`src/rtl/photon_gate_counter.sv`:
```
// photon_gate_counter
//   Front end of the single-shot readout stage. Synchronises the raw APD
//   pulse train, optionally blanks events for a dead time after each counted
//   photon, and counts photons inside a sequencer-requested gate window.
//   The window is aborted early when the readout stage reports a decision.
//
//   Optional feature macro: PHOTON_DEADTIME_EN (dead-time filter compiled in).
//
// Parameters
//   CNT_W     width of the cumulative photon count and of gate_len
//   DEADTIME  blanking cycles after each counted photon (dead-time build only)
//   ARM_CYC   cycles start_rst is held high (2..15)
//
// Ports
//   clk              system clock, rising edge
//   rst              asynchronous active-high reset
//   apd_in           raw photon pulse, asynchronous to clk
//   gate_start       one-cycle request to open a detection window
//   gate_len         window length in clk cycles (0 behaves as 1)
//   trig_done        readout decision, aborts an active count window
//   cnt_start        cumulative photon count since window arm (saturating)
//   start_rst        detection-start level, high during the arm phase
//   stop_singleshot  detection-end level, high for 2 cycles after the window
//   busy             high whenever the block is not idle
//   overflow         sticky: count reached full scale in the current window
module photon_gate_counter #(
  parameter int CNT_W    = 24,
  parameter int DEADTIME = 4,
  parameter int ARM_CYC  = 4
) (
  input  logic             clk,
  input  logic             rst,
  input  logic             apd_in,
  input  logic             gate_start,
  input  logic [CNT_W-1:0] gate_len,
  input  logic             trig_done,
  output logic [CNT_W-1:0] cnt_start,
  output logic             start_rst,
  output logic             stop_singleshot,
  output logic             busy,
  output logic             overflow
);

  typedef enum logic [1:0] {
    S_IDLE,
    S_ARM,
    S_COUNT,
    S_HOLD
  } state_t;

  localparam logic [3:0] ARM_LAST = 4'(ARM_CYC - 1);

  state_t           state;
  state_t           state_nxt;

  logic             sync0;
  logic             sync1;
  logic             sync2;
  logic             event_raw;
  logic             event_cnt;
  logic             count_en;

  logic [CNT_W-1:0] len_q;
  logic [CNT_W-1:0] win;
  logic [CNT_W-1:0] cnt_inc;
  logic [3:0]       arm_cnt;
  logic             hold_cnt;

  // Input synchroniser plus history stage; an event is a synchronised rising edge.
  always_ff @(posedge clk or posedge rst) begin
    if (rst) begin
      sync0 <= 1'b0;
      sync1 <= 1'b0;
      sync2 <= 1'b0;
    end else begin
      sync0 <= apd_in;
      sync1 <= sync0;
      sync2 <= sync1;
    end
  end

  assign event_raw = sync1 & ~sync2;
  // Counting happens only in COUNT cycles that are not being aborted.
  assign count_en  = (state == S_COUNT) && !trig_done;
  assign cnt_inc   = cnt_start + 1'b1;

`ifdef PHOTON_DEADTIME_EN
  localparam int BLANK_W = (DEADTIME > 1) ? $clog2(DEADTIME + 1) : 1;
  localparam logic [BLANK_W-1:0] BLANK_LOAD = BLANK_W'(DEADTIME);

  logic [BLANK_W-1:0] blank;

  assign event_cnt = event_raw && (blank == '0);

  always_ff @(posedge clk or posedge rst) begin
    if (rst) begin
      blank <= '0;
    end else if (state == S_IDLE && gate_start) begin
      blank <= '0;
    end else if (count_en && event_cnt) begin
      blank <= BLANK_LOAD;
    end else if (blank != '0) begin
      blank <= blank - 1'b1;
    end
  end
`else
  logic unused_deadtime;

  assign event_cnt       = event_raw;
  assign unused_deadtime = (DEADTIME != 0);
`endif

  always_ff @(posedge clk or posedge rst) begin
    if (rst) begin
      state <= S_IDLE;
    end else begin
      state <= state_nxt;
    end
  end

  always_comb begin
    state_nxt       = state;
    start_rst       = 1'b0;
    stop_singleshot = 1'b0;
    busy            = 1'b1;
    case (state)
      S_IDLE: begin
        busy = 1'b0;
        if (gate_start) begin
          state_nxt = S_ARM;
        end
      end
      S_ARM: begin
        start_rst = 1'b1;
        if (arm_cnt == ARM_LAST) begin
          state_nxt = S_COUNT;
        end
      end
      S_COUNT: begin
        // Abort outranks window expiry, so a coincident decision skips HOLD.
        if (trig_done) begin
          state_nxt = S_IDLE;
        end else if (win == len_q - 1'b1) begin
          state_nxt = S_HOLD;
        end
      end
      S_HOLD: begin
        stop_singleshot = 1'b1;
        if (hold_cnt) begin
          state_nxt = S_IDLE;
        end
      end
      default: begin
        state_nxt = S_IDLE;
        busy      = 1'b0;
      end
    endcase
  end

  always_ff @(posedge clk or posedge rst) begin
    if (rst) begin
      len_q     <= '0;
      win       <= '0;
      arm_cnt   <= '0;
      hold_cnt  <= 1'b0;
      cnt_start <= '0;
      overflow  <= 1'b0;
    end else begin
      case (state)
        S_IDLE: begin
          if (gate_start) begin
            len_q     <= (gate_len == '0) ? CNT_W'(1) : gate_len;
            cnt_start <= '0;
            overflow  <= 1'b0;
            arm_cnt   <= '0;
          end
        end
        S_ARM: begin
          arm_cnt <= arm_cnt + 1'b1;
          win     <= '0;
        end
        S_COUNT: begin
          hold_cnt <= 1'b0;
          if (count_en) begin
            win <= win + 1'b1;
            if (event_cnt) begin
              if (cnt_start != '1) begin
                cnt_start <= cnt_inc;
              end
              // Flag as soon as full scale is reached: further photons cannot be represented.
              if (cnt_start == '1 || cnt_inc == '1) begin
                overflow <= 1'b1;
              end
            end
          end
        end
        S_HOLD: begin
          hold_cnt <= 1'b1;
        end
        default: ;
      endcase
    end
  end

endmodule
```
`config.mk`:
```
export PLATFORM = sky130hd
export DESIGN_NAME = photon_gate_counter
export DESIGN_NICKNAME = d
export VERILOG_FILES = /design/src/rtl/photon_gate_counter.sv
export SDC_FILE = /design/constraint.sdc
export NUM_CORES = 1
export LEC_CHECK = 0
export BUFFER_PORTS_ARGS = -buffer_cell sky130_fd_sc_hd__buf_2
export CAP_MARGIN = 10
export CORE_MARGIN = 2
export CORE_UTILIZATION = 54
export CTS_CLUSTER_SIZE = 12
export DETAILED_ROUTE_END_ITERATION = 10
export PLACE_DENSITY = 0.77
export REMOVE_ABC_BUFFERS = 1
export SYNTH_ARGS = -nofsm -noshare
export SYNTH_HDL_FRONTEND = slang
export SYNTH_SLANG_ARGS = --single-unit
```
`constraint.sdc`:
```
create_clock -name clk -period 2.8 [get_ports clk]
set_input_delay 0.28 -clock clk [delete_from_list [all_inputs] [get_ports clk]]
set_output_delay 0.28 -clock clk [all_outputs]
set_load 0.005 [all_outputs]
```
Yosys cells after proc, flatten, opt, wreduce, memory -nomap -nowiden:

Index checks and enable logic that the tools add are counted.
Widths: inputs -> output; s select.

* register bits after elaboration: 83
* input port bits: 29
* output and inout port bits: 28
* word-level logic and storage cells: 72

* add/subtract/negate cells: 4
* eq/ne operators: 16
* muxes and demuxes: 25
* bitwise gates (word level): 2
* reductions and logical operators: 15

Operator list (number)
* $mux 24: 6
* $pmux 24 s2: 2
* $add 24x1->24 const B: 2
* $eq 24x24->1 const B: 2
* $eq 24x24->1: 1
* $logic_not 24->1: 1
* $ne 24x24->1 const B: 1
* $sub 24x1->24 const B: 1
* $mux 2: 5
* $ne 2x2->1 const B: 5
* $reduce_and 5->1: 2
* $pmux 2 s4: 1
* $pmux 4 s2: 1
* $reduce_bool 2->1: 4
* $mux 1: 7
* $reduce_and 2->1: 3
* $add 4x1->4 const B: 1
* $eq 2x2->1 const B: 2
* $eq 4x2->1 const B: 1
* $mux 4: 1
* $ne 2x1->1 const B: 2
* $pmux 1 s2: 2
* $reduce_and 4->1: 1
* $ne 3x2->1 const B: 1
* 7 further kinds: 7

Depth between registers and ports, before layout:

* depth after elaboration: 7
* mapped depth: 10
* gate-level depth less buffers: 9

Worst setup path after synthesis:

Ideal clock, no wire load.

* path type: reg2reg
* from: reg len_q[5]
* to: reg state[0]
* setup time: 0.076 ns
* data arrival time: 2.881 ns
* required time: 2.724 ns
* slack: -0.158 ns
* cell stages (with the launch flop): 9
* buffers on the path: 1
* clock period less this slack: 2.958 ns
* cell sequence: dfrtp_1 > buf_6 > or4_4 > or2_2 > or4_1 > xnor2_1 > a2111oi_1 > or4b_1 > o21ai_1

* word-level cells in the longest chain between the ends: 4

Ends and longest elaborated chain
* from (decl): line 63 `logic [CNT_W-1:0] len_q;`
* from (signal assigned): line 172 `len_q <= (gate_len == '0) ? CNT_W'(1) : gate_len;`
* $sub 24x1->24: line 143 `end else if (win == len_q - 1'b1) begin`
* $eq 24x24->1: line 143
* $ne 3x2->1 (no source line)
* $reduce_and 4->1 (no source line)
* to (signal assigned): line 117 `state <= state_nxt;`
* to (decl): line 53 `state_t state;`

Every way passes these cells.
A chain may end at the register's enable or synchronous reset.

Final worst setup path:

* from: reg len_q[11]
* to: reg state[0]

The elaborated chain is that of the path after synthesis.

==> flow_metrics.py <==
metrics = {
    "drt": {
        "first_pass_iters": 6,
        "vias": 5037,
        "drcViolationCount": 0,
        "avgRoutedWirePerCell_um": 17.68,
        "final_antenna_net_count": 0,
        "drtIter0Drc": 386,
        "viasPerCell": 6.257,
        "routed_wl_um": 14240,
    },
    "global_routing": {
        "met2_usage": 0.4666,
        "first_global_vias": 4790,
        "globalRouteOverflowTotal": 0,
        "grt_util_met1": 0.4047,
        "grt_usage": 0.2911,
        "met3_usage": 0.05335,
        "antenna_found_initial": 0,
        "grt_busiest_layer": "met2",
        "grt_start_max_net_pins": 31,
        "grt_pass1_wl_um": 23850,
    },
    "run": {
        "max_cap_viol_count": 0,
    },
    "synthesis": {
        "ys_ff_latch": 83,
        "synth_flop_cell": "dfrtp_1",
        "syn_area_um2": 5179,
        "ys_async_sr_fraction": 1.000,
        "synth.largest_area_cell": "dfrtp_1",
        "syn_inst": 590,
        "synth_top_cell_area_share": 0.4011,
        "ys.warnings.count": 0,
        "synth_area_per_cell_um2": 8.777,
        "synth_edf_count": 0,
        "synthDistinctLibCells": 65,
        "seq_area_frac_synth": 0.4011,
        "yosys-top-cells-area": "dfrtp_1, o21ai_0, nand2_1",
    },
    "critical_path": {
        "cp-end-kind": "flip-flop",
        "worstPathArrival_ps": 3130,
        "path_max_fanout": 5,
        "r2r_start": "len_q[11]$_DFFE_PP0P_",
        "r2r_cells": 7,
        "cpMostUsedCell": "or4_4",
        "crit_chain": "or4_4, or4_4, nor4_4, xnor2_1, or4_1, or4b_1, o21ai_1",
        "r2r_slack_ps": -40,
        "worst_path_max_delay_cell": "or4_4",
        "cp_top_family": "simple AND/OR/NAND/NOR gates",
        "cp-start-kind": "flip-flop",
        "critPathKind": "flip-flop to flip-flop",
        "required_ps": 3090,
        "cpPeakStageDelay_ps": 580,
        "cp_num_buf_inv": 0,
        "reg2reg_to": "state[0]$_DFFE_PP0P_",
    },
    "status": {
        "violations": "setup timing",
        "status": "complete, but fails checks",
    },
    "layout": {
        "final_area_um2": 6116,
        "layout-drive-gt1-share": 0.2500,
        "fin_nets": 706,
        "antennaDiodeCount": 0,
        "area_delta_synth_final_pct": 18.10,
        "n_fill_cell": 788,
        "utilization": 0.6588,
    },
    "floorplan": {
        "core-area_um2": 9284,
        "io_pins": 57,
        "dieArea_um2": 10390,
        "floorplan.initialDensity": 0.5578,
        "fp-row-count": 35,
        "die_h_um": 101.9,
        "chipWidth_um": 101.9,
    },
    "cts": {
        "clock_sinks": 83,
        "clock-root-buffer": "clkbuf_8",
        "worstSkewPairLatency_ps": 360,
        "path_clk_slew_ps": 90,
        "htreeDepth": 3,
        "cts_made_buffers": 9,
        "cts_tree": "yes",
        "cts_buffer_depth": 2,
    },
    "timing": {
        "fin_crit_sh": 1.015,
        "hold_viol": 0,
        "slew_headroom": 0.6070,
        "setup_viol": 1,
        "rsz0062_at_grt": "true",
        "slew_violations": 0,
        "setup_tns_ps": -40.77,
        "fmax_mhz": 352.0,
        "tightest_slew_ps": 584.1,
        "min_period_ps": 2841,
        "skew_ps": 12.97,
        "setup_ws_ps": -40.77,
    },
    "worst_hold_path": {
        "hp-start": "apd_in",
        "whs_path_depth": 1,
        "min_to": "sync0$_DFF_PP0_",
        "min_path_type": "primary input to flip-flop",
    },
    "power_and_ir_drop": {
        "peakVddDrop_mv": 0.5517,
        "power_density_nw_per_um2": 764.8,
        "p_leak_nw": 2.535,
    },
    "placed_design": {
        "placed_area_um2": 5843,
        "dp_hpwl_um": 10600,
        "gp_congestion": 1.059,
        "io_buffers": 56,
    },
}
[per-layer routing]
| metal | part of all wire | up-vias |
|---|---|---|
| li1 | - | 2327 |
| met1 | 0.42 | 2428 |
| met2 | 0.48 | 251 |
| met3 | 0.079 | 31 |
| met4 | 0.022 | 0 |
| met5 | 0 | - |
[per-stage QoR]
| stage | cells | power (mW) | hold WS (ps) | setup WS (ps) |
|---|---|---|---|---|
| global placement | 789 | 3.561 | 298.5 | -83.59 |
| CTS | 805 | 4.662 | 28.55 | -37.19 |
| finish | 805 | 4.678 | 37.19 | -40.77 |
| floorplan | 550 | 2.803 | 311.4 | -144.9 |
| global route | 805 | 4.981 | 19.51 | -103.3 |
| detailed placement | 789 | 3.650 | 313.2 | -152.7 |
[worst register-to-register path: stages, from the launching register on]
cell and delay, ps:
dfrtp_1 390, or4_4 580, or4_4 460, nor4_4 150, xnor2_1 90, or4_1 500, or4b_1 490, o21ai_1 120
[sequential cells by signal (all words and copies together) (netlist names)]
register	count
arm_cnt	4
state	2
win	24
sync0	1
cnt_start	24
hold_cnt	1
sync1	1
len_q	24
sync2	1
overflow	1
[report_power, final]
group	switching, mW	internal [mW]	leakage, nW	total [mW]
combinational	1.07	0.941	1.33	2.01
clock	0.435	0.519	0.108	0.954
sequential	0.276	1.44	1.09	1.71
total	1.78	2.90	2.53	4.68
[cell usage after synthesis (2+ instances only)]
cell type  instances
o41ai_1            4
or2_2              4
o311ai_0           2
or3_1              4
xnor2_1           21
mux2_2            22
dfrtp_1           83
or4_4              3
o31ai_1            8
or4_1              6
a311o_1            2
nor4_1            14
nor2_1            43
clkbuf_1          34
or4b_1             2
and2_1             5
o211ai_1          10
nor4b_1            3
ha_1               5
o2111ai_1          4
nor2b_1            8
a21oi_1           14
nand3_1           28
nor3_1            18
nand2_1           70
mux2i_1            7
o21ai_1            3
a32o_1             3
a41oi_1            4
nand4b_1           2
a211oi_1           3
a21boi_0           2
xor2_1            17
and3_1             7
o21ai_0           58
and4b_1            2
a31oi_1           14
nand2b_1           4
nand4_1           11
buf_6              3
inv_1              9
[how the worst max path moves through the flow]
stage,from,slack [ps],cells past startpoint,end
final,len_q[11]$_DFFE_PP0P_,-40,7,state[0]$_DFFE_PP0P_
after global routing,len_q[0]$_DFFE_PP0P_,-100,9,state[0]$_DFFE_PP0P_
after CTS,len_q[11]$_DFFE_PP0P_,-40,7,state[0]$_DFFE_PP0P_
after detailed placement,len_q[1]$_DFFE_PP0P_,-150,9,state[0]$_DFFE_PP0P_
after global placement,len_q[12]$_DFFE_PP0P_,-80,7,state[0]$_DFFE_PP0P_
after floorplan,len_q[0]$_DFFE_PP0P_,-140,9,state[0]$_DFFE_PP0P_
[placed cells by master, fill, tap and decap left out, drive strengths merged, types with 5 or more instances in the layout]
master,count
buf,110
dfrtp,83
nand2,70
o21ai,61
nor2,43
nand3,28
mux2,22
xnor2,21
nor3,19
xor2,17
nor4,16
a31oi,14
a21oi,14
nand4,11
o211ai,10
clkbuf,10
or4,10
inv,9
nor2b,8
o31ai,8
and3,7
mux2i,7
and2,5
ha,5
or3,5
[cell families (layout without fill, tap and decap cells)]
| kind of cell | after synthesis | in the layout | share of synthesized area |
|---|---|---|---|
| fa+ha+maj | 5 | 5 | 0.01208 |
| buf+inv | 51 | 137 | 0.04349 |
| mux | 29 | 29 | 0.06137 |
| simple gates | 245 | 245 | 0.2479 |
| flops | 83 | 83 | 0.4011 |
| compound gates | 139 | 139 | 0.1698 |
| xor+xnor | 38 | 38 | 0.06427 |
[final cells by class]
| class | instances | area (um^2) | area share |
|---|---|---|---|
| Clock buffer | 10 | 137.6 | 0.02250 |
| Clock inverter | 5 | 77.57 | 0.01268 |
| Inverter | 11 | 42.54 | 0.006956 |
| Multi-Input combinational cell | 456 | 2924 | 0.4781 |
| Sequential cell | 83 | 2077 | 0.3396 |
| Tap cell | 129 | 161.4 | 0.02639 |
| Timing Repair Buffer | 111 | 695.7 | 0.1137 |
[timing repair]
item | in CTS | in global routing
endpoints found under the hold margin | 24 | 0
cloned | 0 | 0
hold buffers | 1 | 0
setup buffers | 0 | 0
resized for setup | 9 | 4
pin swaps | 4 | 0
setup endpoints to repair | 1 | 1
(Power assumes the default switching activity.)
